File: config.mk
export PLATFORM = sky130hd
export DESIGN_NAME = fft_stage_sequencer
export DESIGN_NICKNAME = d
export VERILOG_FILES = /design/src/rtl/fft_stage_sequencer.sv
export SDC_FILE = /design/constraint.sdc
export NUM_CORES = 1
export LEC_CHECK = 0
export BUFFER_PORTS_ARGS = -buffer_cell sky130_fd_sc_hd__buf_4
export CAP_MARGIN = 20
export CORE_AREA = 2 2 39 41
export CTS_BUF_LIST = sky130_fd_sc_hd__clkbuf_2
export DETAILED_ROUTE_END_ITERATION = 6
export DIE_AREA = 0 0 41 43
export PLACE_DENSITY = 0.82
export SYNTH_ARGS = -nofsm -noshare
export SYNTH_HDL_FRONTEND = slang
export SYNTH_SLANG_ARGS = --single-unit
File: constraint.sdc
create_clock -name clk -period 1.3 [get_ports clk]
set_input_delay 0.065 -clock clk [delete_from_list [all_inputs] [get_ports clk]]
set_output_delay 0.065 -clock clk [all_outputs]
set_load 0.05 [all_outputs]
File: src/rtl/fft_stage_sequencer.sv
// FFT stage sequencer: counts accepted samples per stage, steps through the butterfly
// stages of a frame and flags stage boundaries and frame completion.
module fft_stage_sequencer #(
  parameter int unsigned N_POINT    = 16,
  parameter int unsigned NUM_STAGE  = 4,
  parameter int unsigned CONTINUOUS = 0,
  localparam int unsigned SW = $clog2(N_POINT),
  localparam int unsigned GW = (NUM_STAGE > 1) ? $clog2(NUM_STAGE) : 1
) (
  input  logic                 clk,
  input  logic                 rst,
  input  logic                 clr,
  input  logic                 start,
  input  logic                 valid_in,
  output logic                 busy,
  output logic [GW-1:0]        stage_idx,
  output logic [SW-1:0]        sample_idx,
  output logic [NUM_STAGE-1:0] bfly_enable,
  output logic                 stage_first,
  output logic                 stage_last,
  output logic                 frame_done
);

  typedef enum logic {StIdle, StRun} state_t;

  state_t                r_state, w_state_d;
  logic [GW-1:0]         r_stage_idx, w_stage_d;
  logic [SW-1:0]         r_sample_idx, w_sample_d;
  logic [NUM_STAGE-1:0]  r_bfly_enable, w_bfly_d;
  logic                  r_frame_done, w_done_d;
  logic                  w_smp_end, w_stg_end;

  assign w_smp_end = (r_sample_idx == SW'(N_POINT - 1));
  assign w_stg_end = (r_stage_idx == GW'(NUM_STAGE - 1));

  // Next-state: advance counters on accepted samples, wrap by explicit compare.
  always_comb begin
    w_state_d  = r_state;
    w_stage_d  = r_stage_idx;
    w_sample_d = r_sample_idx;
    w_done_d   = 1'b0;
    unique case (r_state)
      StIdle: begin
        // A sample presented together with start is not counted.
        if (start) w_state_d = StRun;
      end
      StRun: begin
        if (valid_in) begin
          if (w_smp_end) begin
            w_sample_d = '0;
            if (w_stg_end) begin
              w_stage_d = '0;
              w_done_d  = 1'b1;
              if (CONTINUOUS == 0) w_state_d = StIdle;
            end else begin
              w_stage_d = r_stage_idx + 1'b1;
            end
          end else begin
            w_sample_d = r_sample_idx + 1'b1;
          end
        end
      end
      default: w_state_d = StIdle;
    endcase
    // Enable tracks the next stage so it changes on the same edge as stage_idx.
    w_bfly_d = (w_state_d == StRun) ? (NUM_STAGE'(1) << w_stage_d) : '0;
  end

  // State and registered outputs; clr behaves exactly like reset.
  always_ff @(posedge clk) begin
    if (rst || clr) begin
      r_state       <= StIdle;
      r_stage_idx   <= '0;
      r_sample_idx  <= '0;
      r_bfly_enable <= '0;
      r_frame_done  <= 1'b0;
    end else begin
      r_state       <= w_state_d;
      r_stage_idx   <= w_stage_d;
      r_sample_idx  <= w_sample_d;
      r_bfly_enable <= w_bfly_d;
      r_frame_done  <= w_done_d;
    end
  end

  assign busy        = (r_state == StRun);
  assign stage_idx   = r_stage_idx;
  assign sample_idx  = r_sample_idx;
  assign bfly_enable = r_bfly_enable;
  assign frame_done  = r_frame_done;
  assign stage_first = busy && (r_sample_idx == '0);
  assign stage_last  = busy && w_smp_end;

endmodule

==> run metrics, run 1 <==
Setup WS post-layout=-15.4 ps; I/O Pins=19; failing checks=negative setup slack; GPL Wtd Cong=0.751; area leader, netlist=dfxtp_1; yosys warns=0; Core Area=1380 um2; CP required=1240 ps; Layout Cells excl Fill=107; Post-Syn Nets=76; Pwr Density=761 nW/um2; CTS Root Cell=clkbuf_2; # port buffers=18; post-route DRC violation count=0; DR iter-0 viols=22; Netlist Area Pre-Place=583 um2; Die Width=41 um; synthesized flop and latch total=12; Fmax=760 MHz; WL met3=88 um; drt first pass iters=4; worst hold path type=in2reg; Inserted Clock Buffers=3; worst r2r src=sample_idx[0]; via count=591; final hold viol count=0; Cells after DPL=101; deepest clock path buffer count=2; Post-layout nets=100; Final Slew Violations=0; Layout fillers=115; clk_skew=16.5 ps; largest net degree at the start of global routing=10; initial antenna violation count=0; P&R area growth vs syn=44.6%; startpoint types=flip-flop; WL per Instance=12.6 um; status=finished, violations left; most area-consuming cells after synthesis=dfxtp_1, o21ai_0, ha_1, a21oi_1, nand2_1; LEAKAGE=0.328 nW; Avg Vias per Cell=5.52; max-cap viol count=0; met2 wire length=631 um; top layer in use=met4; Netlist cell types=25; final worst path period need=1320 ps; Slew @ Worst Pin=567 ps; H-tree levels=1; clock slew at reported path FFs=130 ps; synthesized area per cell=8.57 um2; Final ANT Viol Nets=0; Min Hold Slack=133 ps; Num Clock Sinks=12; clk_lat worst skew=270 ps; share of the synthesized area in the top cell type=0.412; Max IR drop VDD=0.359 mV; # diodes=0; Setup Fix Bufs, Post-CTS=0; overall power=0.642 mW; period utilization=1.01; Post-DP Area=767 um2; gr usage total=0.178; sequential fraction of the synthesis area=0.412; setup TNS=-15.4 ps; row count=14; total die area=1760 um2; dpl hpwl=993 um; Starting Density=0.421; Routed WL=1350 um; vias in the first global route=511; CP endpoint kind=primary output; RSZ-0062 raised after global routing=true; design area=843 um2; global route overflow=0; Rel. slew slack=0.618; min-delay src=valid_in; Die Ht=43 um; CP Class=reg2out; Mapped Cells=68; M1 wire length=594 um; critical path arrival=1250 ps; crit path max fanout=6; Final setup viols=1; layout cells sized above 1=0.429; Critical Path Start=sample_idx[0]; CTS tree=built; first-pass GRT wire length=2120 um
metrics by stage:
stage | utilization | setup WS, ps
floorplan | - | 4.06
global placement | 0.554 | 159
detailed placement | 0.554 | 104
CTS | 0.586 | 0.402
global route | 0.609 | -54.0
finish | 0.609 | -15.4
final cells by class:
type                    instances  area, um2  share of cell area
inverters                       2       12.5              0.0148
repair buffers                 21        174               0.206
well taps                      16       20.0              0.0237
multi-input cells              52        363               0.430
clock buffers                   4       20.0              0.0237
flip-flops and latches         12        254               0.301
power by group:
part,internal [mW],switching (mW)
combinational,0.0284,0.0359
clock,0.0816,0.124
sequential,0.367,0.00500
registers in the layout, summed over array words and instances, names as in the netlist:
register	flops
sample_idx	4
stage_idx	2
bfly_enable	4
frame_done	1
busy	1
path summary, 6_finish.rpt:
kind                         to  slack [ps]  cells after the start
setup / recovery    stage_first         -20                      5
hold / removal    sample_idx[0]         130                      4
setup reg to reg  sample_idx[0]          30                      4
hold reg to reg    stage_idx[1]         520                      2
placed cells by master (no fill, tap or decap), drive strengths merged:
| master | n |
|---|---|
| dfxtp | 12 |
| a21oi | 6 |
| buf | 19 |
| nand4b | 2 |
| o211ai | 1 |
| ha | 3 |
| nand3 | 3 |
| and3 | 2 |
| inv | 2 |
| nand2 | 5 |
| o21ai | 8 |
| dlygate4sd3 | 2 |
| and2 | 2 |
| a21boi | 2 |
| nand4 | 3 |
| xnor2 | 1 |
| mux2i | 1 |
| nor2b | 3 |
| or3 | 2 |
| nor2 | 4 |
| nor3 | 3 |
| clkbuf | 4 |
| and4 | 1 |
worst max-delay path, cell delays in order (launching register included):
cell     delay (ps)
dfxtp_4         400
inv_4            60
ha_4            130
nand2_4          50
nor3_4          160
buf_6           170
per-layer routing:
metal / vias up / GRT usage
met5: - / 0
met4: 0 / 0.0800
met3: 7 / 0.0471
met2: 26 / 0.278
met1: 267 / 0.216
li1: 291 / -
cell families (layout without fill, tap and decap cells):
logic type,after synthesis,after routing,share of synthesized area
XOR/XNOR,1,1,0.0150
AND/OR/NAND/NOR,30,30,0.292
adder cells (fa/ha/maj),3,3,0.0644
AO/OA/AOI/OAI,17,17,0.159
flip-flops,12,12,0.412
buffers and inverters,4,27,0.0408
multiplexers,1,1,0.0172
cells in the mapped netlist:
cell      instances
a21boi_1          1
nor2b_1           3
and3_2            1
and2_1            1
and4_4            1
ha_1              3
a21oi_1           6
nor2_1            4
xnor2_1           1
inv_1             2
buf_2             1
nand4b_1          2
nand3_1           3
and3_1            1
o211ai_1          1
or3_1             2
and2_2            1
dfxtp_1          12
nor3_1            3
a21boi_0          1
nand4_1           3
buf_6             1
o21ai_0           8
mux2i_1           1
nand2_1           5
what timing repair did:
action,in CTS,in global routing
pin swaps,0,3
resized for setup,1,10
hold buffers,2,0
setup endpoints to repair,1,2
endpoints found under the hold margin,2,0
(Power assumes the default switching activity.)
==> run 2: changes to the inputs <==
Settings changed: REMOVE_ABC_BUFFERS set to 1.
==> run metrics, run 2 (synthesis gave the netlist of run 1 again) <==
Layout fillers=117; first-pass GRT wire length=2360 um; # diodes=0; drt first pass iters=4; crit-path cells=buf_6, ha_4, and4_4, or3_4, a21boi_2; LEAKAGE=0.376 nW; Slew @ Worst Pin=265 ps; vias in the first global route=554; period utilization=1.09; global route overflow=0; Combinational Power Share=0.110; I/O Pins=19; Inserted Clock Buffers=3; Num Clock Sinks=12; DR iter-0 viols=17; Worst path top cell family by delay=simple AND/OR/NAND/NOR gates; CP endpoint kind=flip-flop; CTS tree=built; overall power=0.629 mW; P&R area growth vs syn=55.2%; CP required=1510 ps; Setup WS post-layout=-113 ps; row count=14; Post-layout nets=109; commonest cells after routing, fill and taps aside=buf_4, dfxtp_1, o21ai_0; Avg Vias per Cell=5.45; Final ANT Viol Nets=0; WP buf/inv=1; most common cell after layout, fill and taps aside=buf_4; Die Ht=43 um; Hold Crit Endpoint=bfly_enable[0]; GPL Wtd Cong=0.812; # port buffers=18; failing checks=negative setup slack; Die Width=41 um; hold path cells=4; Reg area=243 um2; slowest library cell on the worst path=dfxtp_2; initial antenna violation count=0; largest stage delay on the critical path=360 ps; WL per Instance=14.2 um; worst r2r path cells=5; deepest clock path buffer count=2; clock network power share=0.294; largest net degree at the start of global routing=9; critical path arrival=1620 ps; worst r2r src=sample_idx[0]; layout cells sized above 1=0.455; Seq pwr share=0.596; clock slew at reported path FFs=120 ps; worst hold path type=in2reg; gr usage total=0.207; Core Area=1380 um2; footprint of the multi-input gates=363 um2; Fmax=708 MHz; clk_lat worst skew=280 ps; via count=627; total die area=1760 um2; final worst path period need=1410 ps; dpl hpwl=988 um; CP Class=reg2reg; max-cap viol count=0; CTS Root Cell=clkbuf_2; Pwr Density=696 nW/um2; Final Slew Violations=0; setup TNS=-211 ps; clk_skew=11.8 ps; startpoint types=flip-flop; net switching power figure=0.164 mW; min-delay src=start; Max IR drop VDD=0.584 mV; Routed WL=1640 um; Switching Share=0.260; post-route DRC violation count=0; RSZ-0062 raised after global routing=true; Pint=0.466 mW; final hold viol count=0; design area=905 um2; Final setup viols=3; Crit Reg-Reg Endpoint=sample_idx[0]; status=finished, violations left; Reg2Reg Setup Slack=-110 ps; crit path max fanout=3; Post-DP Area=767 um2; Rel. slew slack=0.823; Starting Density=0.421; H-tree levels=1
run 2: cell count changes in the layout (fill, tap and decap cells not counted), moves of 3 or more:
cell / before / now
buf_4: 17 / 22
buf_6: 1 / 5
dfxtp_1: 5 / 10
dfxtp_2: 5 / 2
run 2: final cells by class:
class / instances / share of cell area
multi-input combinational: 52 / 0.401
clock buffer: 3 / 0.0166
tap: 16 / 0.0221
sequential: 12 / 0.268
inverter: 2 / 0.00830
timing repair buffer: 30 / 0.284
run 2: worst reg2reg max path: stages (launching register included):
cell and delay (ps):
dfxtp_2 360, buf_6 120, ha_4 150, and4_4 180, or3_4 360, a21boi_2 170
run 2: how the worst max path moves through the flow:
| stage | from | to | cells after the start |
|---|---|---|---|
| 2_1_floorplan | sample_idx[0] | stage_first | 4 |
| 3_3_place_gp | sample_idx[0] | sample_idx[0] | 4 |
| 3_5_place_dp | sample_idx[0] | sample_idx[0] | 4 |
| 4_1_cts | sample_idx[1] | stage_first | 6 |
| 5_1_grt | sample_idx[0] | sample_idx[0] | 5 |
| 6_report | sample_idx[0] | sample_idx[0] | 5 |
run 2: per-layer routing:
metal,GRT usage,part of all wire,up-vias
li1,-,-,307
met5,0,0,-
met1,0.237,0.40,287
met3,0.0524,0.049,9
met2,0.306,0.50,24
met4,0.167,0.055,0
run 2: power by group through the flow:
stage / combinational, mW / clock (mW) / sequential (mW)
3_3_place_gp: 0.0558 / 0 / 0.383
5_1_grt: 0.0729 / 0.205 / 0.376
4_1_cts: 0.0646 / 0.182 / 0.374
2_1_floorplan: 0.0165 / 0 / 0.395
6_report: 0.0693 / 0.185 / 0.375
3_5_place_dp: 0.0573 / 0 / 0.383
run 2: timing repair:
action | in CTS | in global routing
pin swaps | 2 | 1
setup endpoints to repair | 2 | 4
hold buffers | 2 | 0
gates resized for setup | 11 | 9
endpoints found under the hold margin | 2 | 0
cloned | 0 | 0
setup buffers | 4 | 0
run 2: per-stage QoR:
| stage | hold slack [ps] | std cells | worst slack [ps] | utilization |
|---|---|---|---|---|
| after floorplan | 142 | 66 | -627 | - |
| after global placement | 245 | 106 | 104 | 0.554 |
| after detailed placement | 250 | 106 | 54.4 | 0.554 |
| after CTS | 138 | 115 | -112 | 0.625 |
| after global routing | 219 | 115 | -127 | 0.654 |
| final | 201 | 115 | -113 | 0.654 |
==> run 3: changes to the inputs <==
Settings changed: SETUP_SLACK_MARGIN set to 0.05, SKIP_CTS_REPAIR_TIMING set to 1.
==> run metrics, run 3 (synthesis gave the netlist of run 1 again) <==
status=finished, violations left; failing checks=negative setup slack; deepest clock path buffer count=2; CTS Root Cell=clkbuf_2; clk_lat worst skew=270 ps; Final Slew Violations=0; Reg2Reg Setup Slack=-160 ps; H-tree levels=1; Core Area=1380 um2; initial antenna violation count=0; Final setup viols=3; drt first pass iters=4; Die Ht=43 um; final hold viol count=0; layout cells sized above 1=0.417; Avg Vias per Cell=5.46; Routed WL=1560 um; WL per Instance=13.9 um; post-route DRC violation count=0; overall power=0.624 mW; RSZ-0062 raised after global routing=true; Post-layout nets=106; largest net degree at the start of global routing=9; LEAKAGE=0.350 nW; row count=14; worst r2r path cells=5; I/O Pins=19; total die area=1760 um2; final worst path period need=1460 ps; Final ANT Viol Nets=0; worst hold path type=in2reg; GPL Wtd Cong=0.812; Die Width=41 um; most common cell after layout, fill and taps aside=buf_4; CTS tree=built; Layout fillers=122; clock slew at reported path FFs=120 ps; min-delay src=valid_in; via count=612; Rel. slew slack=0.810; # port buffers=18; CP Class=reg2reg; Max IR drop VDD=0.567 mV; crit path max fanout=3; worst r2r src=sample_idx[0]; Setup WS post-layout=-157 ps; period utilization=1.12; vias in the first global route=474; startpoint types=flip-flop; CP endpoint kind=flip-flop; dpl hpwl=988 um; gr usage total=0.171; Fmax=686 MHz; first-pass GRT wire length=2010 um; critical path arrival=1650 ps; Crit Reg-Reg Endpoint=sample_idx[0]; global route overflow=0; Num Clock Sinks=12; hold path cells=4; P&R area growth vs syn=46.6%; commonest cells after routing, fill and taps aside=buf_4, dfxtp_1, o21ai_0; clk_skew=12.1 ps; Critical Path Start=sample_idx[0]; CP required=1490 ps; pre-CTS setup slack=54.4 ps; Pwr Density=730 nW/um2; # diodes=0; Slew @ Worst Pin=285 ps; Starting Density=0.421; DR iter-0 viols=15; max-cap viol count=0; Hold Crit Endpoint=sample_idx[0]; Inserted Clock Buffers=3
[run 3: through the flow]
| stage | hold WS, ps | cell area (um2) | utilization | cells | setup TNS, ps |
|---|---|---|---|---|---|
| finish | 171 | 855 | 0.618 | 112 | -335 |
| global route | 170 | 855 | 0.618 | 112 | -758 |
| CTS | -43.7 | 782 | 0.565 | 109 | -140 |
| detailed placement | 250 | 767 | 0.554 | 106 | 0 |
| global placement | 245 | 767 | 0.554 | 106 | 0 |
| floorplan | 142 | 567 | - | 66 | -2630 |
[run 3: area by class of cell]
class / instances / area (um2) / share of cell area
timing repair buffer: 27 / 223 / 0.261
inverter: 2 / 10.0 / 0.0117
tap: 16 / 20.0 / 0.0234
sequential: 12 / 243 / 0.284
multi-input combinational: 52 / 344 / 0.403
clock buffer: 3 / 15.0 / 0.0176
[run 3: where the power goes]
part / internal (mW) / switching [mW]
logic: 0.0302 / 0.0367
clock network: 0.0629 / 0.119
registers: 0.371 / 0.00406
total: 0.464 / 0.160
[run 3: worst max-delay path, stage by stage (launching register included)]
cell	delay [ps]
dfxtp_2	350
buf_4	130
ha_2	180
and4_4	180
or3_1	330
a21boi_1	200
[run 3: how the worst max path moves through the flow]
stage	to	slack [ps]	cells past startpoint
floorplan	stage_first	-630	4
global placement	sample_idx[0]	100	4
detailed placement	sample_idx[0]	50	4
CTS	stage_first	-120	6
global route	sample_idx[0]	-210	5
finish	sample_idx[0]	-160	5
[run 3: per-layer routing]
| metal | vias up | track usage | share of wire |
|---|---|---|---|
| met3 | 7 | 0.0524 | 0.051 |
| met2 | 21 | 0.241 | 0.52 |
| met5 | - | 0 | 0 |
| met4 | 0 | 0.100 | 0.039 |
| li1 | 302 | - | - |
| met1 | 282 | 0.221 | 0.39 |
